## src/rtl/ebi_slave_frontend.sv

```systemverilog
// EBI host-bus front end: synchronises CE/OE/WE/data, emits write strobes and read handshakes, drives readback tristate.
// Latency SYNC_STAGES+1 clocks from pad to strobe; no backpressure, rd_ack is awaited up to TIMEOUT cycles. Option: EBI_TXN_COUNT_EN.
module ebi_slave_frontend #(
    parameter int                DATA_W      = 16,
    parameter int                SYNC_STAGES = 2,
    parameter int                TIMEOUT     = 15,
    parameter logic [DATA_W-1:0] ERR_WORD    = 16'hDEAD
) (
    input  logic              clock,
    input  logic              reset_n,
    input  logic              ce_n,
    input  logic              oe_n,
    input  logic              we_n,
    input  logic [DATA_W-1:0] bus_din,
    output logic [DATA_W-1:0] bus_dout,
    output logic              bus_oe,
    output logic              wr_valid,
    output logic [DATA_W-1:0] wr_data,
    output logic              rd_req,
    input  logic              rd_ack,
    input  logic [DATA_W-1:0] rd_data,
    output logic              busy,
`ifdef EBI_TXN_COUNT_EN
    output logic [15:0]       wr_count,
    output logic [15:0]       rd_count,
    output logic [7:0]        err_count,
`endif
    output logic              err
);

    typedef enum logic [1:0] {IDLE, WRITE, READ, HOLD} state_t;

    state_t state, state_nxt;

    logic [SYNC_STAGES-1:0] ce_sync, oe_sync, we_sync;
    logic [DATA_W-1:0]      din_sync [SYNC_STAGES];
    logic                   ce_s, oe_s, we_s;
    logic [DATA_W-1:0]      din_s;

    logic [7:0]        cnt, cnt_nxt;
    logic [DATA_W-1:0] hold_q, hold_nxt;
    logic [DATA_W-1:0] dout_nxt;
    logic              oe_nxt;
    logic              wr_fire, err_fire, rd_start;

    assign ce_s  = ce_sync[SYNC_STAGES-1];
    assign oe_s  = oe_sync[SYNC_STAGES-1];
    assign we_s  = we_sync[SYNC_STAGES-1];
    assign din_s = din_sync[SYNC_STAGES-1];
    assign busy  = (state != IDLE);

    always_ff @(posedge clock or negedge reset_n) begin
        if (!reset_n) begin
            ce_sync <= '1;
            oe_sync <= '1;
            we_sync <= '1;
            for (int i = 0; i < SYNC_STAGES; i++) din_sync[i] <= '0;
        end else begin
            ce_sync     <= {ce_sync[SYNC_STAGES-2:0], ce_n};
            oe_sync     <= {oe_sync[SYNC_STAGES-2:0], oe_n};
            we_sync     <= {we_sync[SYNC_STAGES-2:0], we_n};
            din_sync[0] <= bus_din;
            for (int i = 1; i < SYNC_STAGES; i++) din_sync[i] <= din_sync[i-1];
        end
    end

    always_ff @(posedge clock or negedge reset_n) begin
        if (!reset_n) state <= IDLE;
        else          state <= state_nxt;
    end

    always_comb begin
        state_nxt = state;
        cnt_nxt   = cnt;
        hold_nxt  = hold_q;
        dout_nxt  = bus_dout;
        oe_nxt    = bus_oe;
        wr_fire   = 1'b0;
        err_fire  = 1'b0;
        rd_start  = 1'b0;
        case (state)
            IDLE: begin
                cnt_nxt = '0;
                // WE wins over OE; a simultaneous OE is flagged but still written
                if (!ce_s && !we_s) begin
                    state_nxt = WRITE;
                    err_fire  = !oe_s;
                end else if (!ce_s && !oe_s) begin
                    state_nxt = READ;
                    rd_start  = 1'b1;
                end
            end
            WRITE: begin
                hold_nxt = din_s;
                if (ce_s) begin
                    state_nxt = IDLE;
                    err_fire  = 1'b1;
                end else if (we_s) begin
                    state_nxt = IDLE;
                    wr_fire   = 1'b1;
                end
            end
            READ: begin
                cnt_nxt = cnt + 8'd1;
                if (ce_s || oe_s) begin
                    state_nxt = IDLE;
                end else if (cnt == 8'(TIMEOUT)) begin
                    state_nxt = HOLD;
                    dout_nxt  = ERR_WORD;
                    oe_nxt    = 1'b1;
                    err_fire  = 1'b1;
                end else if (rd_ack) begin
                    state_nxt = HOLD;
                    dout_nxt  = rd_data;
                    oe_nxt    = 1'b1;
                end
            end
            HOLD: begin
                if (ce_s || oe_s) begin
                    state_nxt = IDLE;
                    oe_nxt    = 1'b0;
                end
            end
            default: state_nxt = IDLE;
        endcase
    end

    always_ff @(posedge clock or negedge reset_n) begin
        if (!reset_n) begin
            cnt      <= '0;
            hold_q   <= '0;
            bus_dout <= '0;
            bus_oe   <= 1'b0;
            wr_valid <= 1'b0;
            wr_data  <= '0;
            rd_req   <= 1'b0;
            err      <= 1'b0;
        end else begin
            cnt      <= cnt_nxt;
            hold_q   <= hold_nxt;
            bus_dout <= dout_nxt;
            bus_oe   <= oe_nxt;
            wr_valid <= wr_fire;
            rd_req   <= rd_start;
            err      <= err_fire;
            // hold_q still holds the last sample taken while WE was low
            if (wr_fire) wr_data <= hold_q;
        end
    end

`ifdef EBI_TXN_COUNT_EN
    always_ff @(posedge clock or negedge reset_n) begin
        if (!reset_n) begin
            wr_count  <= '0;
            rd_count  <= '0;
            err_count <= '0;
        end else begin
            if (wr_fire)                            wr_count  <= wr_count + 16'd1;
            if (state == READ && state_nxt == HOLD) rd_count  <= rd_count + 16'd1;
            if (err_fire)                           err_count <= err_count + 8'd1;
        end
    end
`endif

endmodule

```

## config.mk

```make
export PLATFORM = sky130hd
export DESIGN_NAME = ebi_slave_frontend
export DESIGN_NICKNAME = d
export VERILOG_FILES = /design/src/rtl/ebi_slave_frontend.sv
export SDC_FILE = /design/constraint.sdc
export NUM_CORES = 1
export LEC_CHECK = 0
export ABC_AREA = 1
export CAP_MARGIN = 30
export CORE_MARGIN = 8
export CORE_UTILIZATION = 50
export CTS_CLUSTER_DIAMETER = 30
export DETAILED_ROUTE_END_ITERATION = 12
export PLACE_DENSITY = 0.86
export SLEW_MARGIN = 20
export SYNTH_ARGS = -nofsm -noshare
export SYNTH_HDL_FRONTEND = slang
export SYNTH_SLANG_ARGS = --single-unit
```

## constraint.sdc

```tcl
create_clock -name clock -period 3.3 [get_ports clock]
set_input_delay 0.33 -clock clock [delete_from_list [all_inputs] [get_ports clock]]
set_output_delay 0.33 -clock clock [all_outputs]
set_load 0.02 [all_outputs]
```

Yosys cells after proc, flatten, opt, wreduce, memory -nomap -nowiden

Index checks and enable logic that the tools add are counted.
Widths: inputs -> output; s select.

$add $sub $neg: 1
Eq/ne operators: 10
Muxes and demuxes: 28
Bitwise operators: 1
Reduce and logical (&&, ||, !) cells: 14

Operators by type and width:

| kind                | number |
|---|---|
| $mux 16             | 2 |
| $mux 2              | 8 |
| $pmux 8 s2          | 1 |
| $mux 1              | 14 |
| $ne 3x3->1 const B  | 3 |
| $add 8x1->8 const B | 1 |
| $eq 8x4->1 const B  | 1 |
| $pmux 2 s4          | 1 |
| $reduce_and 4->1    | 2 |
| $reduce_bool 2->1   | 4 |
| $eq 2x2->1 const B  | 2 |
| $ne 2x2->1 const B  | 2 |
| $ne 4x4->1 const B  | 1 |
| $logic_not 1->1     | 3 |
| $pmux 1 s3          | 1 |
| $reduce_and 3->1    | 1 |
| $eq 2x1->1 const B  | 1 |
| $logic_and 1x1->1   | 2 |
| $logic_not 2->1     | 1 |
| $pmux 1 s2          | 1 |
| $logic_or 1x1->1    | 1 |
| $not 1->1           | 1 |

Register bits: 100
Input port bits: 38
Output and inout port bits: 37

Longest topological paths before layout

Gate-level depths: netlist (run 1).

Depth after elaboration: 5
Gate-level depth with buffers: 9
Mapped depth without buffers: 8

Worst setup path before layout (run 1)

Ideal clock, no wire load.

Path kind: register -> register
From: register cnt[1]
To: register bus_dout[12]
Setup time: 119 ps
Arrival: 1272 ps
Path slack: 1908 ps
Stages on the path, launching flop included: 10
Buffers on the path: 1
Clock period less this slack: 1392 ps
Path through: dfrtp_1 -> ha_1 -> nand2_1 -> nor2_1 -> nand2_2 -> nand2_1 -> nand2_2 -> buf_6 -> nand2_1 -> o21ai_2

Longest elaborated chain between the ends: 3
Elaborated cells on any way between the ends: 4

RTL lines:

| element                     | RTL line | RTL |
|---|---|---|
| from (decl)                 | 40       | `logic [7:0] cnt, cnt_nxt;` |
| from (signal assigned)      | 139      | `cnt <= cnt_nxt;` |
| $eq 8x4->1 *                | 107      | `end else if (cnt == 8'(TIMEOUT)) begin` |
| $reduce_bool 2->1 (no line) | n/a      |  |
| $reduce_and 3->1 (no line)  | n/a      |  |
| to (signal assigned)        | 141      | `bus_dout <= dout_nxt;` |
| to (decl)                   | 15       | `output logic [DATA_W-1:0] bus_dout,` |

Every way passes the cells marked *; elsewhere a longest branch is shown, timed or not.
A chain may end at the register's enable or synchronous reset.

Final worst setup path (run 1)

From: register state[0]
To: output port busy

Longest elaborated chain between the ends: 1

RTL lines:

| element                | RTL line | RTL |
|---|---|---|
| from (decl)            | 33       | `state_t state, state_nxt;` |
| from (signal assigned) | 69       | `else state <= state_nxt;` |
| $reduce_bool 2->1      | 50       | `assign busy = (state != IDLE);` |
| to (decl)              | 22       | `output logic busy,` |

No other way between the ends.

==> impl_metrics.json, run 1 <==
{
  "ff2ff_path_depth": 8,
  "relSlewSlack_pct": 45.83,
  "maxSlewViolCount": 0,
  "gp_congestion": 0.8267,
  "worst_slew_pin_slew_ps": 809.6,
  "skew_ps": 11.93,
  "viasPerCell": 4.772,
  "drive_gt1_share_pct": 12.39,
  "drc": 0,
  "hold_depth": 0,
  "worstSkewPairLatency_ps": 340,
  "timing.fmax_mhz": 460.6,
  "postCtsSetupRepairBufs": 0,
  "dieHeight_um": 101.5,
  "clkTransAtPathRegs_ps": 90,
  "finalNonFillerCells": 535,
  "crit_end": "busy",
  "synth.area.mux_share_pct": 0,
  "drtIter0Drc": 106,
  "p_switching_mw": 1.299,
  "grt_max_degree": 80,
  "num-nets-final": 470,
  "synth_fa_ha_area_share_pct": 0.3423,
  "track_usage_pct": 14.59,
  "fin_crit_ps": 2171,
  "synth_compound_area_share_pct": 5.135,
  "rr_endpoint": "bus_dout[11]",
  "coreArea_um2": 7176,
  "power_frac_comb_pct": 33.0,
  "rsz0062_at_grt": "no",
  "grt_pass1_vias": 2613,
  "p_leak_nw": 2.276,
  "hp-class": "register to register",
  "critPathMaxStageDelay_ps": 560,
  "critPathSlowestCell": "clkdlybuf4s50_1",
  "die_w_um": 101.5,
  "cap_violations": 0,
  "endpoint_kind": "output port",
  "tns_ps": 0,
  "setup_viol": 0,
  "diodes": 0,
  "reg2reg_from": "cnt[1]",
  "io_pins": 75,
  "ys_ff_latch": 100,
  "wire_per_inst_um": 13.13,
  "ys_seq_area_share_pct": 68.68,
  "htreeDepth": 3,
  "ant_nets": 0,
  "period_share_pct": 65.79,
  "vias": 2553,
  "tritoncts": "built",
  "clockBufferDepth": 2,
  "clkPwrFrac_pct": 20.7,
  "wl_mm": 7.024,
  "cts_root_buf": "clkbuf_8",
  "cp_max_fo": 9,
  "place.port_buffers": 74,
  "startpoint_type": "register",
  "areaGrowthSynthToFinish_pct": 28.86,
  "synth_fp_nets": 390,
  "pwr-share-seq_pct": 46.2,
  "intPower_mw": 2.474,
  "cp-startpoint": "state[0]",
  "place_inst": 517,
  "hold_slack_ps": 338.6,
  "die-area_um2": 10300,
  "min_from": "din_sync[29]",
  "syn_area_um2": 3655,
  "yosysUniqueCellTypes": 23,
  "vdd_drop_max_uv": 308.7,
  "synth_top_family_by_area": "simple AND/OR/NAND/NOR gates",
  "globalRoute.totalOverflow": 0,
  "dp_hpwl_mm": 5.118,
  "cts_inserted_buffers": 9,
  "grt_pass1_wl_mm": 11.98,
  "ff2ff_setup_slack_ps": 1390,
  "p_total_mw": 3.773,
  "critical_path_arrival_ps": 1840,
  "path_cells": "nor2_1 > inv_1 > clkdlybuf4s50_1",
  "worst-setup-path-type": "register to output port",
  "required_ps": 2970,
  "dr.pass1.iters": 4,
  "syn_inst": 351,
  "rows": 31,
  "power_density_nw_per_um2": 801.2,
  "initial_core_util_pct": 50.93,
  "synth_xor_area_share_pct": 0,
  "yosys.area_share.simple_pct": 21.94,
  "status": "complete, no violations",
  "cts_sinks": 100,
  "timing_hold_violations_final": 0,
  "ys_warn_count": 0,
  "netSwitchingFraction_pct": 34.43,
  "antenna_found_initial": 0,
  "syn_area_per_cell_um2": 10.41
}
## through the flow
| step | util [%] | setup slack (ps) | cell area [um2] |
|---|---|---|---|
| floorplan | - | 1908 | 3655 |
| global placement | 62.18 | 1524 | 4462 |
| detailed placement | 62.18 | 1406 | 4462 |
| CTS | 65.11 | 1116 | 4672 |
| global route | 65.63 | 959.1 | 4710 |
| finish | 65.63 | 1129 | 4710 |
## layout by cell type, fill, tap and decap left out, drive strengths merged
cell type	Yosys	layout
o221ai	1	1
nor3	6	6
clkinvlp	0	1
nor2	30	30
o21ai	18	18
clkdlybuf4s50	0	73
and3	1	1
nand2	150	150
ha	1	1
bufinv	0	1
inv	18	19
nand3	11	11
a21oi	4	4
a22o	1	1
dlygate4sd3	0	1
clkinv	1	4
buf	7	4
dfstp	6	6
dfrtp	94	94
clkbuf	2	10
## cells by family after synthesis
| kind of cell | count (synthesis) |
|---|---|
| flip-flops | 100 |
| AO/OA/AOI/OAI | 24 |
| buffers and inverters | 28 |
| AND/OR/NAND/NOR | 198 |
| adder cells (fa/ha/maj) | 1 |
## power by group through the flow
stage               logic, mW  registers (mW)  clock network (mW)
floorplan               0.514            1.93                   0
global placement         1.20            1.75                   0
detailed placement       1.25            1.77                   0
CTS                      1.26            1.74               0.799
global route             1.37            1.79               0.850
finish                   1.25            1.74               0.782
## cell type report
type | count | area [um2]
Clock buffer | 10 | 137.6
Clock inverter | 6 | 72.57
Fill cell | 536 | 2466
Inverter | 19 | 72.57
Multi-Input combinational cell | 223 | 1002
Sequential cell | 100 | 2510
Tap cell | 99 | 123.9
Timing Repair Buffer | 78 | 790.8
## what timing repair did
action,CTS,global route
endpoints found under the hold margin,0,23
hold buffers,0,1
resized for setup,0,0
## worst max-delay path, delay by kind of cell, from the launching register on
kind,cells,cell delay (ps)
AND/OR/NAND/NOR,1,300
flip-flops,1,500
buffers and inverters,2,700
## routing by layer
layer / global-route usage [%] / vias up / share of wire, % / wire length (um)
li1: - / 1254 / - / -
met5: 0 / - / 0 / 0
met1: 18.75 / 1244 / 43 / 3026
met2: 24.14 / 49 / 51 / 3599
met3: 3.093 / 6 / 4.7 / 329
met4: 4.582 / 0 / 0.97 / 68
## cells in the mapped netlist
library cell  number  area [um2]
nand2_2            3       18.77
clkbuf_1           2       7.510
buf_2              2       10.01
inv_1             13       48.80
nand2_1          147       551.8
buf_6              4       45.04
dfrtp_1           94        2352
o221ai_1           1       8.760
nor2_1            28       105.1
nor2_4             2       22.52
a22o_1             1       8.760
o21ai_2           16       140.1
and3_1             1       6.260
nand3_1           10       50.05
ha_1               1       12.51
buf_4              1       7.510
nand3_4            1       17.52
clkinv_2           1       5.000
o21ai_0            2       10.01
nor3_1             6       30.03
a21oi_1            4       20.02
dfstp_2            6       157.7
inv_2              5       18.77
## how the worst min path moves through the flow
stage / end
after floorplan: bus_dout[0]
after global placement: din_s[12]
after detailed placement: din_s[14]
after CTS: wr_data[1]
after global routing: din_s[7]
final: din_s[13]
## registers in the layout, summed over array words and instances (netlist names)
signal and count:
bus_dout 16, din_s 16, din_sync 16, hold_q 16, wr_data 16, cnt 8, ce_sync 2, oe_sync 2
state 2, we_sync 2, bus_oe 1, err 1, rd_req 1, wr_valid 1
(Power assumes the default switching activity.)
==> run 2: changes to the inputs <==
==> constraint.sdc (replaced) <==
create_clock -name clock -period 2.2 [get_ports clock]
set_input_delay 0.22 -clock clock [delete_from_list [all_inputs] [get_ports clock]]
set_output_delay 0.22 -clock clock [all_outputs]
set_load 0.02 [all_outputs]
==> run 2 against run 1 <==
Against the previous run: total power is 55% higher; first-iteration DRC count is 11% lower; clock power is 73% higher; largest cell class unchanged; cell count is 0.19% higher; critical path depth stayed put; highest routed layer unchanged; global-route usage is 0.14 points higher; via count is 0.43% lower; routed wire length is 2.1% higher; combinational power is 51% higher.
==> impl_metrics.json, run 2 (synthesized netlist as in run 1, its figures left out) <==
{
  "status": "complete, no violations",
  "globalRoute.totalOverflow": 0,
  "relSlewSlack_pct": 51.84,
  "htreeDepth": 3,
  "place_area_um2": 4497,
  "place_inst": 520,
  "critPathMaxStageDelay_ps": 620,
  "postCtsSetupRepairBufs": 0,
  "cap_violations": 0,
  "setup_viol": 0,
  "power_frac_comb_pct": 32.2,
  "dp_hpwl_mm": 5.229,
  "worstSkewPairLatency_ps": 350,
  "maxSlewViolCount": 0,
  "io_pins": 75,
  "cts_resized": 0,
  "drtIter0Drc": 94,
  "p_switching_mw": 1.936,
  "min_from": "ce_n",
  "skew_ps": 6.559,
  "critPathSlowestCell": "clkdlybuf4s50_1",
  "vdd_drop_max_uv": 461.9,
  "track_usage_pct": 14.73,
  "clkTransAtPathRegs_ps": 90,
  "die_w_um": 101.5,
  "areaGrowthSynthToFinish_pct": 29.78,
  "wl_mm": 7.173,
  "num-nets-final": 472,
  "initial_core_util_pct": 50.93,
  "netSwitchingFraction_pct": 33.08,
  "grt_pass1_wl_mm": 11.87,
  "dieHeight_um": 101.5,
  "endpoint_kind": "output port",
  "ant_nets": 0,
  "cp-startpoint": "state[0]",
  "hold_path_end": "ce_sync[0]",
  "tns_ps": 0,
  "startpoint_type": "register",
  "p_leak_nw": 2.301,
  "cts_inserted_buffers": 9,
  "intPower_mw": 3.917,
  "grt_max_degree": 43,
  "rr_endpoint": "bus_dout[12]",
  "critical_path_arrival_ps": 1760,
  "reg2reg_from": "cnt[0]",
  "rsz0062_at_grt": "no",
  "rows": 31,
  "gp_congestion": 0.8201,
  "timing.fmax_mhz": 505.5,
  "ff2ff_setup_slack_ps": 310,
  "finalNonFillerCells": 536,
  "path_cells": "nor2_1 > inv_1 > clkdlybuf4s50_1",
  "hold_depth": 1,
  "worst-setup-path-type": "register to output port",
  "timing_hold_violations_final": 0,
  "vias": 2542,
  "hp-class": "primary input to register",
  "grt_pass1_vias": 2570,
  "coreArea_um2": 7176,
  "clkPwrFrac_pct": 23.1,
  "pwr-share-seq_pct": 44.7,
  "mostFrequentLayoutCells": "147 x nand2_1, 94 x dfrtp_1, 73 x clkdlybuf4s50_1",
  "power_density_nw_per_um2": 1234,
  "diodes": 0,
  "tritoncts": "built",
  "critPathBufInv": 2,
  "viasPerCell": 4.743,
  "period_share_pct": 89.93,
  "stdcell_area_um2": 4743,
  "cp_max_fo": 9,
  "final_common_cell": "nand2_1",
  "clockBufferDepth": 2,
  "worst_slew_pin_slew_ps": 719.8,
  "cts_sinks": 100,
  "drive_gt1_share_pct": 12.59,
  "critPathTopFamily": "buffers and inverters",
  "fill_cells": 543,
  "required_ps": 1980,
  "drc": 0,
  "fin_crit_ps": 1978,
  "wire_per_inst_um": 13.38,
  "place.port_buffers": 74,
  "die-area_um2": 10300,
  "cts_root_buf": "clkbuf_8",
  "ff2ff_path_depth": 8,
  "dr.pass1.iters": 4,
  "antenna_found_initial": 0
}
[run 2: power groups by stage]
stage          Combinational (mW)  Sequential, mW  Clock (mW)
6_report                     1.89            2.62        1.35
5_1_grt                      2.07            2.68        1.44
4_1_cts                      1.92            2.61        1.37
3_5_place_dp                 1.90            2.65           0
3_3_place_gp                 1.84            2.63           0
2_1_floorplan               0.770            2.90           0
[run 2: how the worst max path moves through the flow]
stage,slack [ps],to,cells past startpoint
floorplan,810,bus_dout[12],9
CTS,200,busy,3
finish,220,busy,3
global route,120,busy,3
global placement,430,bus_dout[10],8
detailed placement,320,bus_dout[12],8
[run 2: worst reg2reg max path: cells and delay by family, from the launching register on]
| kind | cells | cell delay (ps) |
|---|---|---|
| AOI/OAI and AO/OA | 1 | 90 |
| and+or+nand+nor | 6 | 1050 |
| adders and majority gates | 1 | 260 |
| DFF | 1 | 410 |
[run 2: repair_timing]
item	CTS	global route
hold endpoints to repair	36	0
hold buffers	1	0
endpoints found under the setup margin	0	0
[run 2: cell type report]
class	count	area, um2	area share (%)
flip-flops and latches	100	2510	52.91
multi-input cells	223	1002	21.13
clock inverters	6	112.6	2.374
repair buffers	80	798.3	16.83
well taps	99	123.9	2.611
inverters	19	72.57	1.530
clock buffers	9	123.9	2.611
[run 2: routing by layer]
metal | track usage (%) | part of all wire [%] | up-vias
met4 | 7.789 | 2.6 | 0
met3 | 2.818 | 4.0 | 18
met1 | 18.09 | 44 | 1219
met2 | 24.14 | 50 | 56
li1 | - | - | 1249
met5 | 0 | 0 | -
[run 2: per-stage QoR]
step	setup slack [ps]	utilization, %	power (mW)	hold WS (ps)
floorplan	808.5	-	3.667	-75.59
global placement	426.0	62.67	4.462	204.4
detailed placement	324.2	62.67	4.549	209.4
CTS	202.8	66.10	5.903	259.3
global route	115.1	66.10	6.198	275.9
finish	221.6	66.10	5.853	271.9
==> RTL change, RTL diff (config.mk and constraints of run 2) <==
The output `err` loses its register stage (`err` becomes a continuous assignment).
--- a/src/rtl/ebi_slave_frontend.sv
+++ b/src/rtl/ebi_slave_frontend.sv
@@ -136,3 +136,2 @@
             rd_req   <= 1'b0;
-            err      <= 1'b0;
         end else begin
@@ -144,3 +143,2 @@
             rd_req   <= rd_start;
-            err      <= err_fire;
             // hold_q still holds the last sample taken while WE was low
@@ -149,2 +147,4 @@
     end
+
+    assign err = err_fire;
 
Check against the original RTL: not equivalent (Yosys sat finds a counterexample within 4 cycles, from zero or initial values and one cycle with reset_n low).
==> RTL change against run 2 <==
  * Sequential cell count decreased by 1
  * Highest routed layer unchanged
  * First-iteration DRC count increased by 17%
  * Routed wire length decreased by 3.9%
  * Sequential share of layout area decreased by 0.53 points
  * Setup slack got worse by 0.040 ns
  * Area after synthesis decreased by 0.68%
  * Synthesized cell count decreased by 0.28%
  * Design area about the same
  * Total power decreased by 1.3%
==> RTL change: results (changes against run 2) <==
- Status: complete, no violations (unchanged)
- Met3 WL: 340 um (was 288 um)
- Internal power: 3.86 mW (was 3.92 mW)
- Post-CTS Setup Inserts: 0 (unchanged)
- Distinct cell type count after synthesis: 23 (unchanged)
- Placed Instances: 521 (was 520)
- DR WL met2: 3280 um (was 3560 um)
- Initial antenna violation count: 0 (unchanged)
- Syn nets: 389 (was 390)
- Drt first pass iters: 5 (was 4)
- Post-Place Worst Slack: 0.285 ns (was 0.324 ns)
- DR vias: 2466 (was 2542)
- GR Layer Usage met1: 18.2% (was 18.1%)
- Worst Max-Slew Pin Slew: 0.686 ns (was 0.720 ns)
- CP max-delay cell: clkdlybuf4s50_1 (unchanged)
- Top sig layer: met4 (unchanged)
- Clock Power Share: 22.5% (was 23.1%)
- Post-DP Area: 4500 sq um (about the same)
- Top post-synthesis cells by area: dfrtp_1 64%, nand2_1 15%, dfstp_2 4.3% (unchanged)
- Final HPWL DP: 4920 um (was 5230 um)
- Detailed Route Iter0 Violations: 110 (was 94)
- Leak Pwr: 2.30 nW (about the same)
- GR Util met2: 22.8% (was 24.1%)
- Final #Nets: 473 (was 472)
- Layout cells sized above 1: 13.4% (was 12.6%)
- Cell family with most CP delay: buffers and inverters (unchanged)
- Finished Layout Cells: 538 (was 536)
- Critical path arrival: 1.80 ns (was 1.76 ns)
- Sequential share of the synthesized area: 68.5% (was 68.7%)
- Ant diodes: 0 (unchanged)
- VDD IR max: 710 uV (was 462 uV)
- Finish-stage setup viols: 0 (unchanged)
- Root buffer cell: clkbuf_8 (unchanged)
- M1 wire length: 3070 um (was 3140 um)
- Number of buffers inserted by hold repair at cts: 1 (unchanged)
- Gpl congestion: 0.837 (was 0.820)
- Crit Path Max Fanout: 5 (was 9)
- GRT Resource Usage Total: 14.3% (was 14.7%)
- HP Class: primary input to flip-flop (unchanged)
- Worst reg2reg setup slack: 0.58 ns (was 0.31 ns)
- Clock buffer depth: 2 (unchanged)
- Post-Syn Instances: 350 (was 351)
- Skew-Pair Late Insertion Delay: 0.35 ns (about the same)
- H-Tree Depth: 3 (unchanged)
- CTS Buf Count: 9 (unchanged)
- Post-CTS sizing: 1 (was 0)
- Final critical-path share of the clock period: 91.7% (was 89.9%)
- First-pass GRT wire length: 11600 um (was 11900 um)
- Asr flop ratio synth: 100% (unchanged)
- Final hold slack: 0.266 ns (was 0.272 ns)
- Synth cell count leaders: 147 x nand2_1, 93 x dfrtp_1, 28 x nor2_1 (was 147 x nand2_1, 94 x dfrtp_1, 28 x nor2_1)
- Total routed wirelength: 6890 um (was 7170 um)
- Final setup skew: 0.00952 ns (was 0.00656 ns)
- Grt met3 use: 2.20% (was 2.82%)
- Largest net degree at the start of global routing: 58 (was 43)
[RTL change: cell count changes in the layout (fill, tap and decap cells not counted), sizes merged]
cell and change:
clkinvlp +1, buf +2, dfrtp -1, inv -1
bufinv -1, clkbuf +2, dlygate4sd2 +1, clkdlybuf4s50 -1
[RTL change: area by class of cell]
| class | count | area (sq um) |
|---|---|---|
| fill | 557 | 2390 |
| inverter | 19 | 72.6 |
| clock buffer | 11 | 151 |
| tap | 99 | 124 |
| sequential | 99 | 2490 |
| timing repair buffer | 82 | 825 |
| clock inverter | 5 | 85.1 |
| multi-input combinational | 223 | 1000 |
[RTL change: final timing paths]
path / from / end / depth (start not counted)
worst min register to register: din_sync[24]$_DFF_PN0_ / din_s[8]$_DFF_PN0_ / 0
worst max-delay path: state[1]$_DFFE_PN0P_ / busy / 4
min in group asynchronous: reset_n / din_sync[27]$_DFF_PN0_ / 2
max in group asynchronous: reset_n / oe_sync[0]$_DFF_PN1_ / 3
worst min-delay path: we_n / we_sync[0]$_DFF_PN1_ / 1
worst max register to register: state[0]$_DFFE_PN0P_ / wr_data[1]$_DFFE_PN0P_ / 7
[RTL change: kinds of logic (layout without fill, tap and decap cells)]
logic type,count (synthesis),in the layout,share of synthesized area [%]
simple gates,198,198,22.1
flops,99,99,68.5
buf+inv,28,117,3.93
compound gates,24,24,5.17
fa+ha+maj,1,1,0.345
[RTL change: power groups by stage]
| stage | combinational, mW | sequential [mW] | clock, mW |
|---|---|---|---|
| floorplan | 0.777 | 2.87 | 0 |
| global placement | 1.87 | 2.59 | 0 |
| detailed placement | 1.92 | 2.61 | 0 |
| CTS | 1.93 | 2.58 | 1.33 |
| global route | 2.09 | 2.64 | 1.41 |
| finish | 1.90 | 2.58 | 1.30 |
